<file path="config.mk">
export PLATFORM = sky130hd
export DESIGN_NAME = opb_register_simulink2ppc_status_flat
export DESIGN_NICKNAME = d
export VERILOG_FILES = /design/src/rtl/opb_register_simulink2ppc_status_pkg.sv /design/src/rtl/opb_register_simulink2ppc_status_if.sv /design/src/rtl/opb_register_simulink2ppc_status_opb_slave_ack.sv /design/src/rtl/opb_register_simulink2ppc_status.sv /design/src/flat_wrapper.sv
export SDC_FILE = /design/constraint.sdc
export NUM_CORES = 1
export LEC_CHECK = 0
export CAP_MARGIN = 0
export CELL_PAD_IN_SITES_DETAIL_PLACEMENT = 1
export CELL_PAD_IN_SITES_GLOBAL_PLACEMENT = 1
export CORE_MARGIN = 4
export CORE_UTILIZATION = 30
export DETAILED_ROUTE_END_ITERATION = 8
export MAX_ROUTING_LAYER = met4
export PLACE_DENSITY = 0.86
export SLEW_MARGIN = 20
export SYNTH_ARGS = -nofsm -noshare
export SYNTH_HDL_FRONTEND = slang
export SYNTH_SLANG_ARGS = --single-unit
</file>
<file path="constraint.sdc">
create_clock -name OPB_Clk -period 5.2 [get_ports OPB_Clk]
set_clock_uncertainty 0.2 [all_clocks]
set_input_delay 1.04 -clock OPB_Clk [delete_from_list [all_inputs] [get_ports OPB_Clk]]
set_output_delay 1.04 -clock OPB_Clk [all_outputs]
set_load 0.1 [all_outputs]
</file>
<file path="src/rtl/opb_register_simulink2ppc_status_pkg.sv">
// Shared constants and types for the OPB software-register blocks.
// Bit positions use OPB numbering: bit 0 is the MSB, bit 31 the LSB.
package opb_reg_pkg;

    localparam logic [1:0] IDX_DATA    = 2'd0;
    localparam logic [1:0] IDX_STATUS  = 2'd1;
    localparam logic [1:0] IDX_CONTROL = 2'd2;

    localparam int NEW_BIT    = 31;
    localparam int OVF_LSB    = 30;
    localparam int FREEZE_BIT = 31;

    typedef struct packed {
        logic [0:31] dbus;
        logic        xfer_ack;
    } opb_resp_t;

    typedef enum logic [1:0] {
        ST_IDLE = 2'd0,
        ST_ACK  = 2'd1,
        ST_HOLD = 2'd2
    } ack_state_t;

    function automatic logic in_window(input logic [31:0] addr,
                                       input logic [31:0] base,
                                       input logic [31:0] high);
        return (addr >= base) && (addr <= high);
    endfunction

endpackage

</file>
<file path="src/rtl/opb_register_simulink2ppc_status_if.sv">
// OPB slave-side signal bundle; the master drives OPB_*, the slave drives Sl_*.
interface opb_register_simulink2ppc_status_if;

    logic [0:31] OPB_ABus;
    logic [0:3]  OPB_BE;
    logic [0:31] OPB_DBus;
    logic        OPB_RNW;
    logic        OPB_select;
    logic        OPB_seqAddr;
    logic [0:31] Sl_DBus;
    logic        Sl_xferAck;
    logic        Sl_errAck;
    logic        Sl_retry;
    logic        Sl_toutSup;

    modport slave (
        input  OPB_ABus, OPB_BE, OPB_DBus, OPB_RNW, OPB_select, OPB_seqAddr,
        output Sl_DBus, Sl_xferAck, Sl_errAck, Sl_retry, Sl_toutSup
    );

    modport master (
        output OPB_ABus, OPB_BE, OPB_DBus, OPB_RNW, OPB_select, OPB_seqAddr,
        input  Sl_DBus, Sl_xferAck, Sl_errAck, Sl_retry, Sl_toutSup
    );

endinterface

</file>
<file path="src/rtl/opb_register_simulink2ppc_status_opb_slave_ack.sv">
// Address decode plus a registered single-cycle acknowledge; the request fields
// are latched when a transfer is accepted so the register action can use them on the ack cycle.
module opb_slave_ack
    import opb_reg_pkg::*;
#(
    parameter logic [31:0] C_BASEADDR = 32'h0108E900,
    parameter logic [31:0] C_HIGHADDR = 32'h0108E9FF
) (
    input  logic        clk,
    input  logic        rst_n,
    input  logic        select,
    input  logic [0:31] abus,
    input  logic [0:3]  be,
    input  logic [0:31] dbus,
    input  logic        rnw,
    output logic        accept,
    output logic        ack,
    output logic [1:0]  word_idx,
    output logic        rnw_q,
    output logic [0:3]  be_q,
    output logic [0:31] dbus_q
);

    // state   | meaning
    // ST_IDLE | waiting for a decoded select
    // ST_ACK  | acknowledge high for this single cycle
    // ST_HOLD | already acked; select must drop before the next transfer

    ack_state_t state, state_next;
    logic       hit;

    assign hit    = select && in_window(abus, C_BASEADDR, C_HIGHADDR);
    assign accept = (state == ST_IDLE) && hit;
    assign ack    = (state == ST_ACK);

    always_ff @(posedge clk or negedge rst_n) begin
        if (!rst_n) state <= ST_IDLE;
        else        state <= state_next;
    end

    always_comb begin
        state_next = state;
        case (state)
            ST_IDLE: if (hit) state_next = ST_ACK;
            ST_ACK:  state_next = hit ? ST_HOLD : ST_IDLE;
            ST_HOLD: if (!hit) state_next = ST_IDLE;
            default: state_next = ST_IDLE;
        endcase
    end

    always_ff @(posedge clk or negedge rst_n) begin
        if (!rst_n) begin
            word_idx <= '0;
            rnw_q    <= 1'b0;
            be_q     <= '0;
            dbus_q   <= '0;
        end else if (accept) begin
            word_idx <= abus[28:29];
            rnw_q    <= rnw;
            be_q     <= be;
            dbus_q   <= dbus;
        end
    end

endmodule

</file>
<file path="src/rtl/opb_register_simulink2ppc_status.sv">
// Status register read by the PowerPC: snapshots user_data_in on user_valid and
// exposes a new-data flag, a saturating overrun counter and a software freeze.
module opb_register_simulink2ppc_status
    import opb_reg_pkg::*;
#(
    parameter logic [31:0] C_BASEADDR   = 32'h0108E900,
    parameter logic [31:0] C_HIGHADDR   = 32'h0108E9FF,
    parameter int          C_OPB_AWIDTH = 32,
    parameter int          C_OPB_DWIDTH = 32,
    parameter              C_FAMILY     = "virtex5",
    parameter int          C_CNT_WIDTH  = 8
) (
    input  logic                                     OPB_Clk,
    input  logic                                     OPB_Rst_n,
    opb_register_simulink2ppc_status_if.slave        opb,
    input  logic [31:0]                              user_data_in,
    input  logic                                     user_valid,
    output logic                                     user_new_flag
);

    localparam logic FAMILY_KNOWN = (C_FAMILY == "virtex5");

    logic [0:C_OPB_AWIDTH-1] addr;
    logic [0:C_OPB_DWIDTH-1] rd_d, rd_q;
    logic                    accept, ack, rnw_q;
    logic [1:0]              word_idx;
    logic [0:3]              be_q;
    logic [0:31]             dbus_q;

    logic [31:0]             snapshot_q, snapshot_d;
    logic                    new_q, new_d;
    logic                    freeze_q, freeze_d;
    logic [C_CNT_WIDTH-1:0]  ovf_q, ovf_d;
    logic                    capture, data_rd, status_clr, ctrl_wr, overrun;
    opb_resp_t               resp;
    logic                    unused_ok;

    assign addr = opb.OPB_ABus;

    opb_slave_ack #(
        .C_BASEADDR (C_BASEADDR),
        .C_HIGHADDR (C_HIGHADDR)
    ) u_ack (
        .clk      (OPB_Clk),
        .rst_n    (OPB_Rst_n),
        .select   (opb.OPB_select),
        .abus     (addr),
        .be       (opb.OPB_BE),
        .dbus     (opb.OPB_DBus),
        .rnw      (opb.OPB_RNW),
        .accept   (accept),
        .ack      (ack),
        .word_idx (word_idx),
        .rnw_q    (rnw_q),
        .be_q     (be_q),
        .dbus_q   (dbus_q)
    );

    assign capture    = user_valid && !freeze_q;
    assign data_rd    = ack && rnw_q && (word_idx == IDX_DATA);
    assign status_clr = ack && !rnw_q && (word_idx == IDX_STATUS) && be_q[3] && dbus_q[NEW_BIT];
    assign ctrl_wr    = ack && !rnw_q && (word_idx == IDX_CONTROL) && be_q[3];
    assign overrun    = capture && new_q && !data_rd;

    always_comb begin
        snapshot_d = capture ? user_data_in : snapshot_q;
        new_d      = new_q;
        if (capture)      new_d = 1'b1;
        else if (data_rd) new_d = 1'b0;
        ovf_d = ovf_q;
        if (status_clr)                  ovf_d = overrun ? C_CNT_WIDTH'(1) : '0;
        else if (overrun && ovf_q != '1) ovf_d = ovf_q + 1'b1;
        freeze_d = ctrl_wr ? dbus_q[FREEZE_BIT] : freeze_q;
    end

    // Read data is registered on accept from the values the registers hold
    // during the ack cycle, so it matches what the ack-cycle action sees.
    always_comb begin
        rd_d = '0;
        if (accept && opb.OPB_RNW) begin
            case (addr[28:29])
                IDX_DATA:    rd_d = snapshot_d;
                IDX_STATUS: begin
                    rd_d[NEW_BIT] = new_d;
                    rd_d[OVF_LSB - C_CNT_WIDTH + 1 +: C_CNT_WIDTH] = ovf_d;
                end
                IDX_CONTROL: rd_d[FREEZE_BIT] = freeze_d;
                default:     rd_d = '0;
            endcase
        end
    end

    always_ff @(posedge OPB_Clk or negedge OPB_Rst_n) begin
        if (!OPB_Rst_n) begin
            snapshot_q <= '0;
            new_q      <= 1'b0;
            ovf_q      <= '0;
            freeze_q   <= 1'b0;
            rd_q       <= '0;
        end else begin
            snapshot_q <= snapshot_d;
            new_q      <= new_d;
            ovf_q      <= ovf_d;
            freeze_q   <= freeze_d;
            rd_q       <= rd_d;
        end
    end

    assign resp = '{dbus: rd_q, xfer_ack: ack};

    assign opb.Sl_DBus    = resp.dbus;
    assign opb.Sl_xferAck = resp.xfer_ack;
    assign opb.Sl_errAck  = 1'b0;
    assign opb.Sl_retry   = 1'b0;
    assign opb.Sl_toutSup = 1'b0;
    assign user_new_flag  = new_q;

    assign unused_ok = ^{opb.OPB_seqAddr, be_q[0:2], dbus_q[0:30], FAMILY_KNOWN};

endmodule

</file>
<file path="src/flat_wrapper.sv">
// flat-port wrapper written by rule: the top's interface ports become plain ports
module opb_register_simulink2ppc_status_flat import opb_reg_pkg::*;
#(
    parameter logic [31:0] C_BASEADDR   = 32'h0108E900,
    parameter logic [31:0] C_HIGHADDR   = 32'h0108E9FF,
    parameter int          C_OPB_AWIDTH = 32,
    parameter int          C_OPB_DWIDTH = 32,
    parameter              C_FAMILY     = "       ",
    parameter int          C_CNT_WIDTH  = 8
)
  (OPB_Clk, OPB_Rst_n, user_data_in, user_valid, user_new_flag, opb_OPB_ABus, opb_OPB_BE, opb_OPB_DBus, opb_OPB_RNW, opb_OPB_select, opb_OPB_seqAddr, opb_Sl_DBus, opb_Sl_xferAck, opb_Sl_errAck, opb_Sl_retry, opb_Sl_toutSup);
  opb_register_simulink2ppc_status_if opb_i ();
  input  logic OPB_Clk;
  input  logic OPB_Rst_n;
  input  logic [31:0] user_data_in;
  input  logic user_valid;
  output logic user_new_flag;
  input wire logic [$bits(opb_i.OPB_ABus)-1:0] opb_OPB_ABus;
  input wire logic [$bits(opb_i.OPB_BE)-1:0] opb_OPB_BE;
  input wire logic [$bits(opb_i.OPB_DBus)-1:0] opb_OPB_DBus;
  input wire logic [$bits(opb_i.OPB_RNW)-1:0] opb_OPB_RNW;
  input wire logic [$bits(opb_i.OPB_select)-1:0] opb_OPB_select;
  input wire logic [$bits(opb_i.OPB_seqAddr)-1:0] opb_OPB_seqAddr;
  output wire logic [$bits(opb_i.Sl_DBus)-1:0] opb_Sl_DBus;
  output wire logic [$bits(opb_i.Sl_xferAck)-1:0] opb_Sl_xferAck;
  output wire logic [$bits(opb_i.Sl_errAck)-1:0] opb_Sl_errAck;
  output wire logic [$bits(opb_i.Sl_retry)-1:0] opb_Sl_retry;
  output wire logic [$bits(opb_i.Sl_toutSup)-1:0] opb_Sl_toutSup;
  assign opb_i.OPB_ABus = opb_OPB_ABus;
  assign opb_i.OPB_BE = opb_OPB_BE;
  assign opb_i.OPB_DBus = opb_OPB_DBus;
  assign opb_i.OPB_RNW = opb_OPB_RNW;
  assign opb_i.OPB_select = opb_OPB_select;
  assign opb_i.OPB_seqAddr = opb_OPB_seqAddr;
  assign opb_Sl_DBus = opb_i.Sl_DBus;
  assign opb_Sl_xferAck = opb_i.Sl_xferAck;
  assign opb_Sl_errAck = opb_i.Sl_errAck;
  assign opb_Sl_retry = opb_i.Sl_retry;
  assign opb_Sl_toutSup = opb_i.Sl_toutSup;
  opb_register_simulink2ppc_status #(.C_BASEADDR(C_BASEADDR), .C_HIGHADDR(C_HIGHADDR), .C_OPB_AWIDTH(C_OPB_AWIDTH), .C_OPB_DWIDTH(C_OPB_DWIDTH), .C_FAMILY(C_FAMILY), .C_CNT_WIDTH(C_CNT_WIDTH)) u_core (.OPB_Clk(OPB_Clk), .OPB_Rst_n(OPB_Rst_n), .opb(opb_i), .user_data_in(user_data_in), .user_valid(user_valid), .user_new_flag(user_new_flag));
endmodule
</file>
==> impl_metrics.yaml <==
logic_synthesis:
  syn_avg_cell_area_sq_um: 12.8
  synth-simple-area-share_pct: 16.2
  synthArstFlopShare_pct: 100
  synth_cell_types: 44
  syn_inst: 263
  seq_area_frac_synth_pct: 60.3
  ys_warn_count: 0
  synth-xor-area-share_pct: 0.521
  synth_compound_area_share_pct: 5.21
  synth_top_family_by_area: "simple AND/OR/NAND/NOR gates"
  synth_seq_cells: 81
  synthAdderAreaFrac_pct: 0.372
  synth_mux_area_share_pct: 14.8
  synth_area_sq_um: 3360
  synth_edf_count: 0
  ys_dominant_reg_cell: "dfrtp_1"
drt:
  drt_pre_antenna_iters: 4
  ant_nets: 0
  via_count: 2396
  drt_iter0_markers: 40
  vias_per_cell: 4.66
  wire_per_inst_um: 16.7
  drc_errors: 0
  drt-total-wl_mm: 8.56
floorplan:
  die_x_um: 114
  coreArea_sq_um: 10900
  initial_core_util_pct: 30.9
  rows: 38
  dieHeight_um: 114
  dieArea_sq_um: 13000
  io_pins: 143
worst_hold_path:
  hold_class: "register to register"
  hp-start: "u_core.snapshot_q[17]"
  min_to: "u_core.snapshot_q[17]"
  holdPathStages: 1
timing:
  period_share_pct: 65.7
  rsz0062_at_grt: "false"
  hold_violations: 0
  setup_violations: 0
  min_period_ps: 3420
  timing.fmax_mhz: 293
  worst_slack_ps: 1780
  tns_ps: 0
  maxSlewViolCount: 0
  tightest_slew_ps: 1010
  slew_headroom_pct: 32.3
place:
  dp_hpwl_mm: 6.38
  gp_congestion: 0.787
  io_buffers: 104
  place_ws_ps: 1500
critical_path:
  critPathRequiredTime_ps: 3960
  cp_cell_sequence: "nor2b_1 -> clkdlybuf4s50_1"
  crit_type: "register to primary output"
  r2r-start: "u_core.freeze_q"
  cp_max_fo: 5
  crit_path_end_kind: "primary output"
  reg2reg_slack_ps: 2930
  worstPathArrival_ps: 2180
  reg2reg_to: "u_core.opb.Sl_DBus[31]"
  cp_slowest_cell: "clkdlybuf4s50_1"
  critPathTopFamily: "buffers and inverters"
  startpoint_type: "register"
  cp_slowest_stage_delay_ps: 1160
  reg2reg_depth: 5
  cp_num_buf_inv: 1
clocking:
  clk_pin_slew_ps: 100
  cts_buffers: 9
  clockBufferDepth: 2
  cts_resized: 0
  holdBufCountCts: 0
  cts-htree-levels: 3
  cts_tree: "built"
  insertion_delay_ps: 350
  post_cts_buffers: 0
  clockRootBuffer: "clkbuf_8"
  cts_sinks: 81
finish:
  nNetsFinal: 476
  most-common-layout-cells: "clkdlybuf4s50_1, dfrtp_1, mux2_2"
  final_common_cell: "clkdlybuf4s50_1"
  drive_gt1_share_pct: 16.6
  n_antenna_cell: 0
  area_growth_pct: 40.4
power:
  power_mw: 1.38
  vdd_drop_max_uv: 175
  leakage_nw: 2.03
  power_per_cell_area_nw_per_um2: 291
global_route:
  grt_pass1_vias: 2759
  antenna_found_initial: 0
  grt-ovfl-total: 0
  grt_max_degree: 82
  grt_pass1_wl_mm: 14.0
  grtUsageTotal_pct: 14.2
run_status:
  status: "complete, no violations"
flow_run:
  cap_violations: 0
-- cell families after synthesis --
| group | count (synthesis) |
|---|---|
| xor+xnor | 2 |
| flops | 81 |
| compound gates | 25 |
| fa+ha+maj | 1 |
| mux | 43 |
| buf+inv | 16 |
| other cells | 1 |
| simple gates | 94 |
-- cells in the mapped netlist, types with 2 or more instances --
library cell	n	area share, %
buf_2	6	0.89
nand2_1	18	2.0
xor2_1	2	0.52
mux2_2	33	11
a311oi_1	2	0.52
mux2i_1	5	1.5
inv_1	3	0.33
nor4_1	2	0.37
o21a_1	4	0.89
dfrtp_1	81	60
clkbuf_1	3	0.33
nor2b_1	24	4.5
nand4b_1	4	1.0
a21o_1	2	0.45
nand3_1	5	0.74
nor4b_1	2	0.52
buf_4	3	0.67
o21ai_0	4	0.60
nor2_1	17	1.9
nor3_1	2	0.30
a21oi_1	5	0.74
a211oi_1	2	0.45
nand4_1	7	1.3
mux2_4	5	2.2
and3_1	3	0.56
-- where the power goes --
part / internal (mW) / switching [mW] / total [mW]
clock network: 0.198 / 0.251 / 0.449
registers: 0.676 / 0.0376 / 0.713
logic: 0.114 / 0.101 / 0.214
-- worst max path at each step --
stage,startpoint,end,slack (ps),depth (start not counted)
global placement,opb_OPB_ABus[2],u_core.u_ack.be_q[3],1580,6
global route,u_core.u_ack.state[1],opb_Sl_xferAck,1670,2
floorplan,u_core.u_ack.state[1],u_core.opb.Sl_DBus[30],2120,5
CTS,u_core.u_ack.state[1],opb_Sl_xferAck,1760,2
detailed placement,opb_OPB_ABus[2],u_core.u_ack.rnw_q,1500,6
finish,u_core.u_ack.state[1],opb_Sl_xferAck,1780,2
-- routing by layer --
metal	vias up	wire [um]	track usage, %
met5	-	0	-
met4	0	99	4.04
met3	9	468	4.51
met2	58	4650	24.8
met1	1204	3340	15.6
li1	1125	-	-
-- layout make-up --
type | count | area [sq um]
Fill cell | 1156 | 6160
Sequential cell | 81 | 2030
Multi-Input combinational cell | 168 | 1260
Timing Repair Buffer | 106 | 1060
Tap cell | 140 | 175
Clock buffer | 10 | 138
Clock inverter | 6 | 55.1
Inverter | 3 | 11.3
-- per-stage QoR --
stage	hold slack, ps	instance area, sq um	util [%]	cells
after CTS	300	4720	43.3	514
final	296	4720	43.4	514
after global routing	315	4720	43.4	514
after floorplan	265	3370	-	265
after detailed placement	277	4530	41.6	498
after global placement	273	4530	41.6	498
-- state kept, by name, indices dropped and copies added, names as in the netlist --
| name | flops |
|---|---|
| u_core.u_ack.be_q | 1 |
| u_core.u_ack.word_idx | 2 |
| u_core.user_new_flag | 1 |
| u_core.u_ack.state | 2 |
| u_core.opb.Sl_DBus | 32 |
| u_core.ovf_q | 8 |
| u_core.u_ack.dbus_q | 1 |
| u_core.snapshot_q | 32 |
| u_core.u_ack.rnw_q | 1 |
| u_core.freeze_q | 1 |
(Power assumes the default switching activity.)
